<file path="src/rtl/interrupt_controller.sv">
// Platform-level interrupt controller: per-source gateways, priority arbitration,
// claim/complete handshake and a registered meip output for the CSR unit.
module interrupt_controller #(
  parameter int unsigned SOURCES   = 8,
  parameter int unsigned PRIO_BITS = 3
) (
  input  logic               clk,
  input  logic               reset,
  input  logic [SOURCES-1:0] irq,
  input  logic               access_valid,
  input  logic               access_write,
  input  logic [7:0]         access_address,
  input  logic [31:0]        access_data,
  output logic               read_valid,
  output logic [31:0]        read_data,
  output logic               meip
);

  localparam int unsigned IdW = 5;

  logic [SOURCES-1:0]   sync1_q, sync2_q;
  logic [SOURCES-1:0]   pending_q, pending_d;
  logic [SOURCES-1:0]   enable_q, enable_d;
  logic [SOURCES-1:0]   in_service_q, in_service_d;
  logic [PRIO_BITS-1:0] prio_q [SOURCES];
  logic [PRIO_BITS-1:0] prio_d [SOURCES];
  logic [PRIO_BITS-1:0] threshold_q, threshold_d;
  logic                 read_valid_q;
  logic [31:0]          read_data_q, read_data_d;
  logic                 meip_q;

  logic [5:0]           word_addr;
  logic                 rd_en, wr_en, claim, complete;
  logic [SOURCES-1:0]   eligible;
  logic [PRIO_BITS-1:0] best_prio;
  logic [IdW-1:0]       best_id;
  logic [IdW-1:0]       cmp_id;
  logic [31:0]          rdata;

  assign word_addr = access_address[7:2];
  assign rd_en     = access_valid & ~access_write;
  assign wr_en     = access_valid & access_write;
  assign claim     = rd_en & (word_addr == 6'd3);
  assign complete  = wr_en & (word_addr == 6'd3);
  assign cmp_id    = access_data[IdW-1:0];

  // Strictly-greater update keeps the lowest index on priority ties.
  always_comb begin
    eligible  = '0;
    best_prio = '0;
    best_id   = '0;
    for (int unsigned i = 0; i < SOURCES; i++) begin
      eligible[i] = pending_q[i] & enable_q[i] & (prio_q[i] > threshold_q);
      if (eligible[i] && (prio_q[i] > best_prio)) begin
        best_prio = prio_q[i];
        best_id   = IdW'(i + 1);
      end
    end
  end

  // Gateway: set terms use the pre-edge in_service, so a complete re-pends one edge later.
  always_comb begin
    pending_d    = pending_q;
    in_service_d = in_service_q;
    for (int unsigned i = 0; i < SOURCES; i++) begin
      if (sync2_q[i] && !pending_q[i] && !in_service_q[i]) pending_d[i] = 1'b1;
      if (claim && (best_id == IdW'(i + 1))) begin
        pending_d[i]    = 1'b0;
        in_service_d[i] = 1'b1;
      end
      if (complete && (cmp_id == IdW'(i + 1))) in_service_d[i] = 1'b0;
    end
  end

  always_comb begin
    enable_d    = enable_q;
    threshold_d = threshold_q;
    for (int unsigned i = 0; i < SOURCES; i++) prio_d[i] = prio_q[i];
    if (wr_en) begin
      if (word_addr == 6'd1) enable_d = access_data[SOURCES-1:0];
      if (word_addr == 6'd2) threshold_d = access_data[PRIO_BITS-1:0];
      for (int unsigned i = 0; i < SOURCES; i++) begin
        if (word_addr == 6'(i + 4)) prio_d[i] = access_data[PRIO_BITS-1:0];
      end
    end
  end

  always_comb begin
    rdata = '0;
    case (word_addr)
      6'd0: rdata[SOURCES-1:0]   = pending_q;
      6'd1: rdata[SOURCES-1:0]   = enable_q;
      6'd2: rdata[PRIO_BITS-1:0] = threshold_q;
      6'd3: rdata[IdW-1:0]       = best_id;
      default: begin
        for (int unsigned i = 0; i < SOURCES; i++) begin
          if (word_addr == 6'(i + 4)) rdata[PRIO_BITS-1:0] = prio_q[i];
        end
      end
    endcase
    read_data_d = rd_en ? rdata : read_data_q;
  end

  always_ff @(posedge clk or posedge reset) begin
    if (reset) begin
      sync1_q      <= '0;
      sync2_q      <= '0;
      pending_q    <= '0;
      enable_q     <= '0;
      in_service_q <= '0;
      for (int unsigned i = 0; i < SOURCES; i++) prio_q[i] <= '0;
      threshold_q  <= '0;
      read_valid_q <= 1'b0;
      read_data_q  <= '0;
      meip_q       <= 1'b0;
    end else begin
      sync1_q      <= irq;
      sync2_q      <= sync1_q;
      pending_q    <= pending_d;
      enable_q     <= enable_d;
      in_service_q <= in_service_d;
      for (int unsigned i = 0; i < SOURCES; i++) prio_q[i] <= prio_d[i];
      threshold_q  <= threshold_d;
      read_valid_q <= rd_en;
      read_data_q  <= read_data_d;
      meip_q       <= |eligible;
    end
  end

  assign read_valid = read_valid_q;
  assign read_data  = read_data_q;
  assign meip       = meip_q;

endmodule

</file>
<file path="config.mk">
export PLATFORM = sky130hd
export DESIGN_NAME = interrupt_controller
export DESIGN_NICKNAME = d
export VERILOG_FILES = /design/src/rtl/interrupt_controller.sv
export SDC_FILE = /design/constraint.sdc
export NUM_CORES = 1
export LEC_CHECK = 0
export ABC_AREA = 1
export ABC_CLOCK_PERIOD_IN_PS = 11550
export CAP_MARGIN = 15
export CORE_ASPECT_RATIO = 1.5
export CORE_MARGIN = 2
export CORE_UTILIZATION = 40
export CTS_CLUSTER_SIZE = 20
export DETAILED_ROUTE_END_ITERATION = 6
export PLACE_DENSITY = 0.68
export SLEW_MARGIN = 20
export SYNTH_ARGS = -nofsm -noshare
export SYNTH_HDL_FRONTEND = slang
export SYNTH_SLANG_ARGS = --single-unit
</file>
<file path="constraint.sdc">
create_clock -name clk -period 11.55 [get_ports clk]
set_input_delay 2.31 -clock clk [delete_from_list [all_inputs] [get_ports clk]]
set_output_delay 2.31 -clock clk [all_outputs]
set_load 0.01 [all_outputs]
</file>
==> results of run 1 <==
[worst reg2reg max path: cells and delay by family (launching register included)]
| kind | cells | cell delay [ns] |
|---|---|---|
| flops | 1 | 0.40 |
| simple gates | 33 | 4.26 |
| buf+inv | 7 | 0.95 |
| fa+ha+maj | 8 | 2.47 |
| compound gates | 11 | 2.17 |
[flip-flops by register name, indices dropped and copies added (netlist names), 3 cells and up]
| name | cells |
|---|---|
| enable_q | 8 |
| prio_q | 24 |
| in_service_q | 8 |
| read_data | 8 |
| threshold_q | 3 |
| sync2_q | 8 |
| pending_q | 8 |
| sync1_q | 8 |
[Yosys cell counts, types with 3 or more instances]
master    count  area [µm²]
mux2_2        3        33.8
a21oi_2       3        26.3
nand2_2      10        62.6
nor2_4        5        56.3
buf_4        24         180
nand3_1      29         145
nor3_1        9        45.0
a211oi_1      4        30.0
nor2_1       42         158
dfrtp_1      77        1930
inv_1        68         255
nand2_1     127         477
nand3_2       9        90.1
a32oi_1       4        35.0
o21ai_0      56         280
ha_1         40         500
nand4_1      11        68.8
o22ai_1       4        25.0
a21oi_1      28         140
inv_2         4        15.0
clkbuf_1      6        22.5
nand2_4       6        67.6
nor4_1        3        18.8
[cell families (layout without fill, tap and decap cells)]
logic type | after synthesis | in the layout
other | 1 | 24
AO/OA/AOI/OAI | 115 | 115
multiplexers | 3 | 3
AND/OR/NAND/NOR | 258 | 258
adder cells (fa/ha/maj) | 40 | 40
flip-flops | 77 | 77
buffers and inverters | 102 | 124
[area by class of cell]
cell class	count	area, µm²	area share, %
Clock buffer	10	229	4.08
Clock inverter	5	85.1	1.52
Inverter	72	272	4.84
Multi-Input combinational cell	440	2540	45.3
Sequential cell	77	1930	34.4
Tap cell	153	191	3.41
Timing Repair Buffer	37	365	6.51
[path summary, 6_finish.rpt]
path	endpoint	start	slack, ns
setup / recovery	in_service_q[0]	threshold_q[2]	1.25
hold / removal	sync2_q[5]	sync1_q[5]	0.35
setup reg to reg	in_service_q[0]	threshold_q[2]	1.25
hold reg to reg	sync2_q[5]	sync1_q[5]	0.35
max in group asynchronous	enable_q[5]	reset	8.34
min in group asynchronous	sync2_q[0]	reset	2.58
[power breakdown]
group	internal [µW]	leakage, µW	switching [µW]	total [µW]
registers	285	0.000956	15.0	300
logic	49.7	0.00153	76.9	127
clock network	189	0.000149	113	302
total	524	0.00264	205	729
[stage by stage]
stage | util (%) | setup WS, ns | cells | hold slack, ns
finish | 47.2 | 1.25 | 794 | 0.348
global route | 47.2 | 0.220 | 794 | 0.354
CTS | 47.2 | 1.23 | 794 | 0.350
detailed placement | 44.5 | 1.32 | 779 | 0.337
global placement | 44.5 | 1.52 | 779 | 0.332
floorplan | - | 2.91 | 619 | 0.331
[routing by layer]
layer,up-vias,part of all wire [%],track usage [%]
li1,2040,-,-
met1,1990,38,22.1
met2,137,53,35.3
met3,37,4.2,3.26
met4,0,4.4,10.4
met5,-,0,0
==> impl_metrics.env, run 1 <==
export IMPL_fill_cells=1139
export IMPL_dp_hpwl_um=9460
export IMPL_critical_path_class="reg -> reg"
export IMPL_slew_viol_final=0
export IMPL_reg2reg_depth=59
export IMPL_drv_cap=0
export IMPL_coreArea_mm2=0.0119
export IMPL_first_pass_iters=5
export IMPL_ys_flop_type="dfrtp_1"
export IMPL_power_leakage_uw=0.00264
export IMPL_wl_per_cell_um=15.5
export IMPL_synthArstFlopShare_pct=100
export IMPL_dr_total_vias=4204
export IMPL_cts_buffers=9
export IMPL_endpoint_kind="flip-flop"
export IMPL_remaining_drc_errors=0
export IMPL_synth_top_family_by_area="simple AND/OR/NAND/NOR gates"
export IMPL_setup_viol=0
export IMPL_yosys_area_share_simple_pct=25.7
export IMPL_cp_top_family="simple AND/OR/NAND/NOR gates"
export IMPL_initial_utilization_pct=40.8
export IMPL_slowest_stage="nor3_1"
export IMPL_rows=49
export IMPL_synth_cell_types=39
export IMPL_synth_edf_count=0
export IMPL_final_cell_mix="127 x nand2_1, 77 x dfrtp_1, 67 x inv_1, 56 x o21ai_0, 42 x nor2_1"
export IMPL_fin_area_mm2=0.00561
export IMPL_post_cts_resized=0
export IMPL_finalHoldViolCount=0
export IMPL_worst_path_buf_inv=7
export IMPL_grt_pass1_vias=4155
export IMPL_cts_root_buf="clkbuf_16"
export IMPL_power_density_mw_per_mm2=130
export IMPL_layout_nets=729
export IMPL_final_common_cell="nand2_1"
export IMPL_worst_path_stages=59
export IMPL_worst_pin_slew_ns=0.960
export IMPL_max_freq_mhz=97.1
export IMPL_rsz0062_at_grt="false"
export IMPL_worstSetupStartpointType="flip-flop"
export IMPL_path_clk_slew_ns=0.06
export IMPL_gp_congestion=0.922
export IMPL_clockBufferDepth=2
export IMPL_max_stage_delay_ns=0.44
export IMPL_drt_iter0_markers=299
export IMPL_fin_crit_ns=10.30
export IMPL_hp_class="reg -> reg"
export IMPL_yosys_register_bits=77
export IMPL_clock_skew_final_ns=0.00749
export IMPL_slew_headroom_pct=36.0
export IMPL_post_drt_via_cell_ratio=5.29
export IMPL_syn_avg_cell_area_um2=8.14
export IMPL_postCtsSetupBuffers=0
export IMPL_muxShareOfSynthArea_pct=0.696
export IMPL_die_area_mm2=0.0130
export IMPL_cts_tree="built"
export IMPL_num_antenna_cells=0
export IMPL_clk_latency_ns=0.35
export IMPL_cp_max_fo=9
export IMPL_grt_max_degree=78
export IMPL_syn_to_final_growth_pct=15.6
export IMPL_post_dp_cell_area_mm2=0.00530
export IMPL_grt_overflow=0
export IMPL_holdPathStages=0
export IMPL_track_usage_pct=19.8
export IMPL_grt_pass1_wl_um=20000
export IMPL_synth_compound_area_share_pct=13.8
export IMPL_cts_sinks=77
export IMPL_yosysWarnings=0
export IMPL_antenna_left=0
export IMPL_setup_tns_ns=0
export IMPL_status="finished, final reports clean"
export IMPL_synth_xor_area_share_pct=0
export IMPL_synth_area_mm2=0.00485
export IMPL_arrival_ns=10.58
export IMPL_antenna_found_initial=0
export IMPL_cts_hold_buf=0
export IMPL_wl_um=12300
export IMPL_peakVddDrop_mv=0.138
export IMPL_die_x_um=93.9
export IMPL_die_height_um=139
export IMPL_synthCells=596
export IMPL_pin_count=86
export IMPL_portBuffers=35
export IMPL_synth_fa_ha_area_share_pct=10.3
export IMPL_htreeDepth=3
export IMPL_cp_data_required_time_ns=11.83
export IMPL_synth_yosys_seq_area_share_pct=39.7
export IMPL_final_period_utilization_pct=89.2
export IMPL_drive_above_1_share_pct=9.52
export IMPL_power_uw=729
No activity file was read; power rests on OpenSTA's default activity.
==> inputs of run 2 (changes only) <==
--- a/config.mk
+++ b/config.mk
@@ -13,7 +13,6 @@
 export CORE_UTILIZATION = 40
 export CTS_CLUSTER_SIZE = 20
 export DETAILED_ROUTE_END_ITERATION = 6
-export PLACE_DENSITY = 0.68
 export SLEW_MARGIN = 20
 export SYNTH_ARGS = -nofsm -noshare
 export SYNTH_HDL_FRONTEND = slang
==> impl_metrics.env, run 2 (same netlist as run 1, synthesis figures left out) <==
export IMPL_status="finished, final reports clean"
export IMPL_fin_crit_ns=10.31
export IMPL_drt_iter0_markers=221
export IMPL_setup_tns_ns=0
export IMPL_layout_nets=730
export IMPL_worst_pin_slew_ns=0.957
export IMPL_dr_total_vias=4142
export IMPL_rows=49
export IMPL_die_height_um=139
export IMPL_cp_top_family="simple AND/OR/NAND/NOR gates"
export IMPL_worst_path_buf_inv=7
export IMPL_setup_viol=0
export IMPL_cts_tree="built"
export IMPL_remaining_drc_errors=0
export IMPL_final_period_utilization_pct=89.3
export IMPL_critical_path_class="reg -> reg"
export IMPL_post_dp_cell_area_mm2=0.00530
export IMPL_first_pass_iters=4
export IMPL_fin_area_mm2=0.00562
export IMPL_finalHoldViolCount=0
export IMPL_r2r_end="in_service_q[0]"
export IMPL_antenna_left=0
export IMPL_slowest_stage="nor3_1"
export IMPL_worstHoldStart="sync1_q[0]"
export IMPL_syn_to_final_growth_pct=15.8
export IMPL_fin_util_pct=47.2
export IMPL_endpoint_kind="flip-flop"
export IMPL_wl_per_cell_um=15.5
export IMPL_gp_congestion=0.964
export IMPL_multi_input_area_mm2=0.00254
export IMPL_p_sw_share_pct=27.7
export IMPL_die_x_um=93.9
export IMPL_clkPwrFrac_pct=41.2
export IMPL_peakVddDrop_mv=0.117
export IMPL_cp_data_required_time_ns=11.82
export IMPL_r2r_start="threshold_q[2]"
export IMPL_dp_hpwl_um=9490
export IMPL_fill_cells=1136
export IMPL_grt_max_degree=78
export IMPL_path_clk_slew_ns=0.06
export IMPL_post_drt_via_cell_ratio=5.20
export IMPL_post_cts_resized=0
export IMPL_rsz0062_at_grt="false"
export IMPL_cts_sinks=77
export IMPL_die_area_mm2=0.0130
export IMPL_cts_buffers=9
export IMPL_drive_above_1_share_pct=9.80
export IMPL_worstSetupStartpointType="flip-flop"
export IMPL_antenna_found_initial=0
export IMPL_final_cell_mix="127 x nand2_1, 77 x dfrtp_1, 67 x inv_1, 56 x o21ai_0, 42 x nor2_1"
export IMPL_grt_pass1_wl_um=20100
export IMPL_top_register="prio_q"
export IMPL_arrival_ns=10.58
export IMPL_largest_reg_flops=24
export IMPL_grt_overflow=0
export IMPL_postCtsSetupBuffers=0
export IMPL_portBuffers=35
export IMPL_final_common_cell="nand2_1"
export IMPL_initial_utilization_pct=40.8
export IMPL_min_to="sync2_q[0]"
export IMPL_clockBufferDepth=2
export IMPL_max_freq_mhz=97.0
export IMPL_reg2reg_slack_ns=1.24
export IMPL_power_density_mw_per_mm2=129
export IMPL_holdPathStages=0
export IMPL_reg2reg_depth=57
export IMPL_hp_class="reg -> reg"
export IMPL_track_usage_pct=20.1
export IMPL_p_comb_share_pct=17.4
export IMPL_seq_area_mm2=0.00193
export IMPL_coreArea_mm2=0.0119
export IMPL_cp_max_fo=9
export IMPL_power_switching_uw=200
export IMPL_drv_cap=0
export IMPL_p_seq_share_pct=41.4
export IMPL_p_int_uw=524
export IMPL_power_leakage_uw=0.00265
export IMPL_num_antenna_cells=0
export IMPL_cts_hold_buf=0
export IMPL_pin_count=86
export IMPL_grt_pass1_vias=4058
export IMPL_htreeDepth=3
export IMPL_clk_latency_ns=0.34
export IMPL_slew_headroom_pct=36.2
export IMPL_cts_root_buf="clkbuf_16"
export IMPL_slew_viol_final=0
export IMPL_max_stage_delay_ns=0.47
export IMPL_wl_um=12300
export IMPL_clock_skew_final_ns=0.00772
==> run 2: changes by cell type in the layout (fill, tap and decap cells not counted) <==
cell      before  now
clkinv_4       1    0
buf_4          2    3
clkinv_2       1    3
==> run 2: power by group through the flow <==
stage | Sequential [µW] | Combinational [µW] | Clock [µW]
floorplan | 300 | 95.9 | 0
global placement | 304 | 120 | 0
detailed placement | 304 | 126 | 0
CTS | 299 | 127 | 304
global route | 301 | 145 | 316
finish | 300 | 126 | 298
==> run 2: stage by stage <==
step	setup slack, ns	total power, µW	hold slack (ns)	instances
3_5_place_dp	1.29	430	0.336	780
4_1_cts	1.24	730	0.350	796
6_report	1.24	724	0.346	796
3_3_place_gp	1.47	424	0.333	780
5_1_grt	0.187	763	0.354	796
2_1_floorplan	2.91	396	0.331	619
==> run 2: worst max-delay path by stage <==
stage | slack [ns] | start | cells after the start | to
after floorplan | 2.91 | threshold_q[2] | 61 | in_service_q[1]
after global placement | 1.47 | threshold_q[2] | 59 | in_service_q[0]
after detailed placement | 1.29 | threshold_q[2] | 61 | in_service_q[0]
after CTS | 1.24 | threshold_q[2] | 59 | in_service_q[0]
after global routing | 0.19 | threshold_q[2] | 60 | in_service_q[0]
final | 1.24 | threshold_q[2] | 57 | in_service_q[0]
==> run 2: area by class of cell <==
class / count / share of cell area [%]
sequential: 77 / 34.3
timing repair buffer: 38 / 6.64
clock buffer: 10 / 4.08
tap: 153 / 3.41
clock inverter: 6 / 1.54
inverter: 72 / 4.83
multi-input combinational: 440 / 45.2
==> run 2: per-layer routing <==
layer / wire length, µm / global-route usage [%] / up-vias
li1: - / - / 2045
met1: 4920 / 23.1 / 1932
met2: 6260 / 34.7 / 125
met3: 476 / 3.32 / 40
met4: 639 / 11.7 / 0
met5: 0 / 0 / -
==> inputs of run 3 (changes only) <==
--- a/config.mk
+++ b/config.mk
@@ -7,9 +7,7 @@
 export LEC_CHECK = 0
 export ABC_AREA = 1
 export ABC_CLOCK_PERIOD_IN_PS = 11550
-export CAP_MARGIN = 15
 export CORE_ASPECT_RATIO = 1.5
-export CORE_MARGIN = 2
 export CORE_UTILIZATION = 40
 export CTS_CLUSTER_SIZE = 20
 export DETAILED_ROUTE_END_ITERATION = 6
==> impl_metrics.env, run 3 (same netlist as run 1, synthesis figures left out) <==
export IMPL_final_common_cell="nand2_1"
export IMPL_portBuffers=35
export IMPL_drive_above_1_share_pct=9.95
export IMPL_grt_pass1_wl_um=20400
export IMPL_cts_tree="built"
export IMPL_power_uw=752
export IMPL_reg2reg_depth=58
export IMPL_dp_hpwl_um=9470
export IMPL_startpoint="threshold_q[2]"
export IMPL_post_cts_resized=0
export IMPL_grt_pass1_vias=4202
export IMPL_dr_total_vias=4139
export IMPL_die_height_um=137
export IMPL_cts_buffers=9
export IMPL_path_clk_slew_ns=0.06
export IMPL_drt_iter0_markers=252
export IMPL_clockBufferDepth=2
export IMPL_p_sw_share_pct=27.3
export IMPL_remaining_drc_errors=0
export IMPL_gp_congestion=0.891
export IMPL_max_freq_mhz=95.0
export IMPL_cp_data_required_time_ns=11.82
export IMPL_worst_pin_slew_ns=0.965
export IMPL_slowest_stage="nor3_1"
export IMPL_max_stage_delay_ns=0.48
export IMPL_final_cell_mix="127 x nand2_1, 77 x dfrtp_1, 67 x inv_1, 56 x o21ai_0, 42 x nor2_1"
export IMPL_post_drt_via_cell_ratio=5.22
export IMPL_wl_um=12400
export IMPL_grt_overflow=0
export IMPL_clkPwrFrac_pct=43.4
export IMPL_worstSetupStartpointType="flip-flop"
export IMPL_power_density_mw_per_mm2=133
export IMPL_status="finished, final reports clean"
export IMPL_power_switching_uw=205
export IMPL_arrival_ns=10.79
export IMPL_coreArea_mm2=0.0117
export IMPL_htreeDepth=3
export IMPL_clock_skew_final_ns=0.00446
export IMPL_fin_area_mm2=0.00564
export IMPL_final_period_utilization_pct=91.1
export IMPL_rsz0062_at_grt="false"
export IMPL_pin_count=86
export IMPL_initial_utilization_pct=41.7
export IMPL_stdcell_count=793
export IMPL_clk_latency_ns=0.34
export IMPL_rows=48
export IMPL_r2r_end="in_service_q[0]"
export IMPL_postCtsSetupBuffers=0
export IMPL_critical_path_class="reg -> reg"
export IMPL_num_antenna_cells=0
export IMPL_peakVddDrop_mv=0.107
export IMPL_power_leakage_uw=0.00266
export IMPL_slew_viol_final=0
export IMPL_hp_class="reg -> reg"
export IMPL_cts_root_buf="clkbuf_16"
export IMPL_track_usage_pct=21.3
export IMPL_r2r_start="threshold_q[2]"
export IMPL_die_area_mm2=0.0126
export IMPL_cts_sinks=77
export IMPL_antenna_left=0
export IMPL_cp_max_fo=9
export IMPL_drv_cap=0
export IMPL_first_pass_iters=5
export IMPL_finalHoldViolCount=0
export IMPL_p_int_uw=547
export IMPL_fin_hold_ws_ns=0.347
export IMPL_wl_per_cell_um=15.7
export IMPL_fin_crit_ns=10.52
export IMPL_antenna_found_initial=0
export IMPL_setup_viol=0
export IMPL_grt_max_degree=78
export IMPL_layout_nets=730
export IMPL_slew_headroom_pct=35.6
export IMPL_p_comb_share_pct=16.9
export IMPL_endpoint_kind="flip-flop"
export IMPL_setup_tns_ns=0
export IMPL_reg2reg_slack_ns=1.03
export IMPL_cts_hold_buf=0
export IMPL_largest_reg_flops=24
export IMPL_p_seq_share_pct=39.7
export IMPL_post_dp_cell_area_mm2=0.00530
export IMPL_die_x_um=91.9
export IMPL_placed_cells=777
export IMPL_syn_to_final_growth_pct=16.3
export IMPL_top_register="prio_q"
export IMPL_critPathCapture="in_service_q[0]"
[run 3: cell type report]
class | count | area [µm²]
clock inverters | 7 | 120
repair buffers | 38 | 373
well taps | 150 | 188
flip-flops and latches | 77 | 1930
inverters | 72 | 272
multi-input cells | 440 | 2540
fillers | 1129 | 6010
clock buffers | 9 | 225
[run 3: worst max-delay path, delay by kind of cell (launching register included)]
kind,cells,cell delay [ns]
AO/OA/AOI/OAI,11,2.36
adder cells (fa/ha/maj),8,2.44
buffers and inverters,7,0.96
flip-flops,1,0.40
AND/OR/NAND/NOR,32,4.26
[run 3: stage by stage]
stage | utilization [%] | worst slack (ns)
6_report | 48.4 | 1.03
5_1_grt | 48.4 | 0.124
4_1_cts | 48.4 | 1.02
3_5_place_dp | 45.5 | 1.15
3_3_place_gp | 45.5 | 1.45
2_1_floorplan | - | 2.91
[run 3: layer usage]
metal	global-route usage, %	share of wire, %	wire length (µm)	up-vias
met5	0	0	0	-
met4	11.9	4.1	506	0
met3	3.00	3.3	404	33
met2	38.8	53	6530	112
met1	23.5	40	4980	1952
li1	-	-	-	2042
[run 3: how the worst min path moves through the flow]
stage | start | end | cells past startpoint
floorplan | sync1_q[0] | sync2_q[0] | 0
global placement | sync1_q[7] | sync2_q[7] | 0
detailed placement | sync1_q[5] | sync2_q[5] | 0
CTS | sync1_q[5] | sync2_q[5] | 0
global route | sync1_q[5] | sync2_q[5] | 0
finish | sync1_q[5] | sync2_q[5] | 0
[run 3: power by group through the flow]
| stage | clock network [µW] | registers (µW) | logic [µW] |
|---|---|---|---|
| 2_1_floorplan | 0 | 300 | 95.9 |
| 3_3_place_gp | 0 | 303 | 121 |
| 3_5_place_dp | 0 | 303 | 127 |
| 4_1_cts | 330 | 299 | 128 |
| 5_1_grt | 342 | 301 | 145 |
| 6_report | 326 | 299 | 127 |
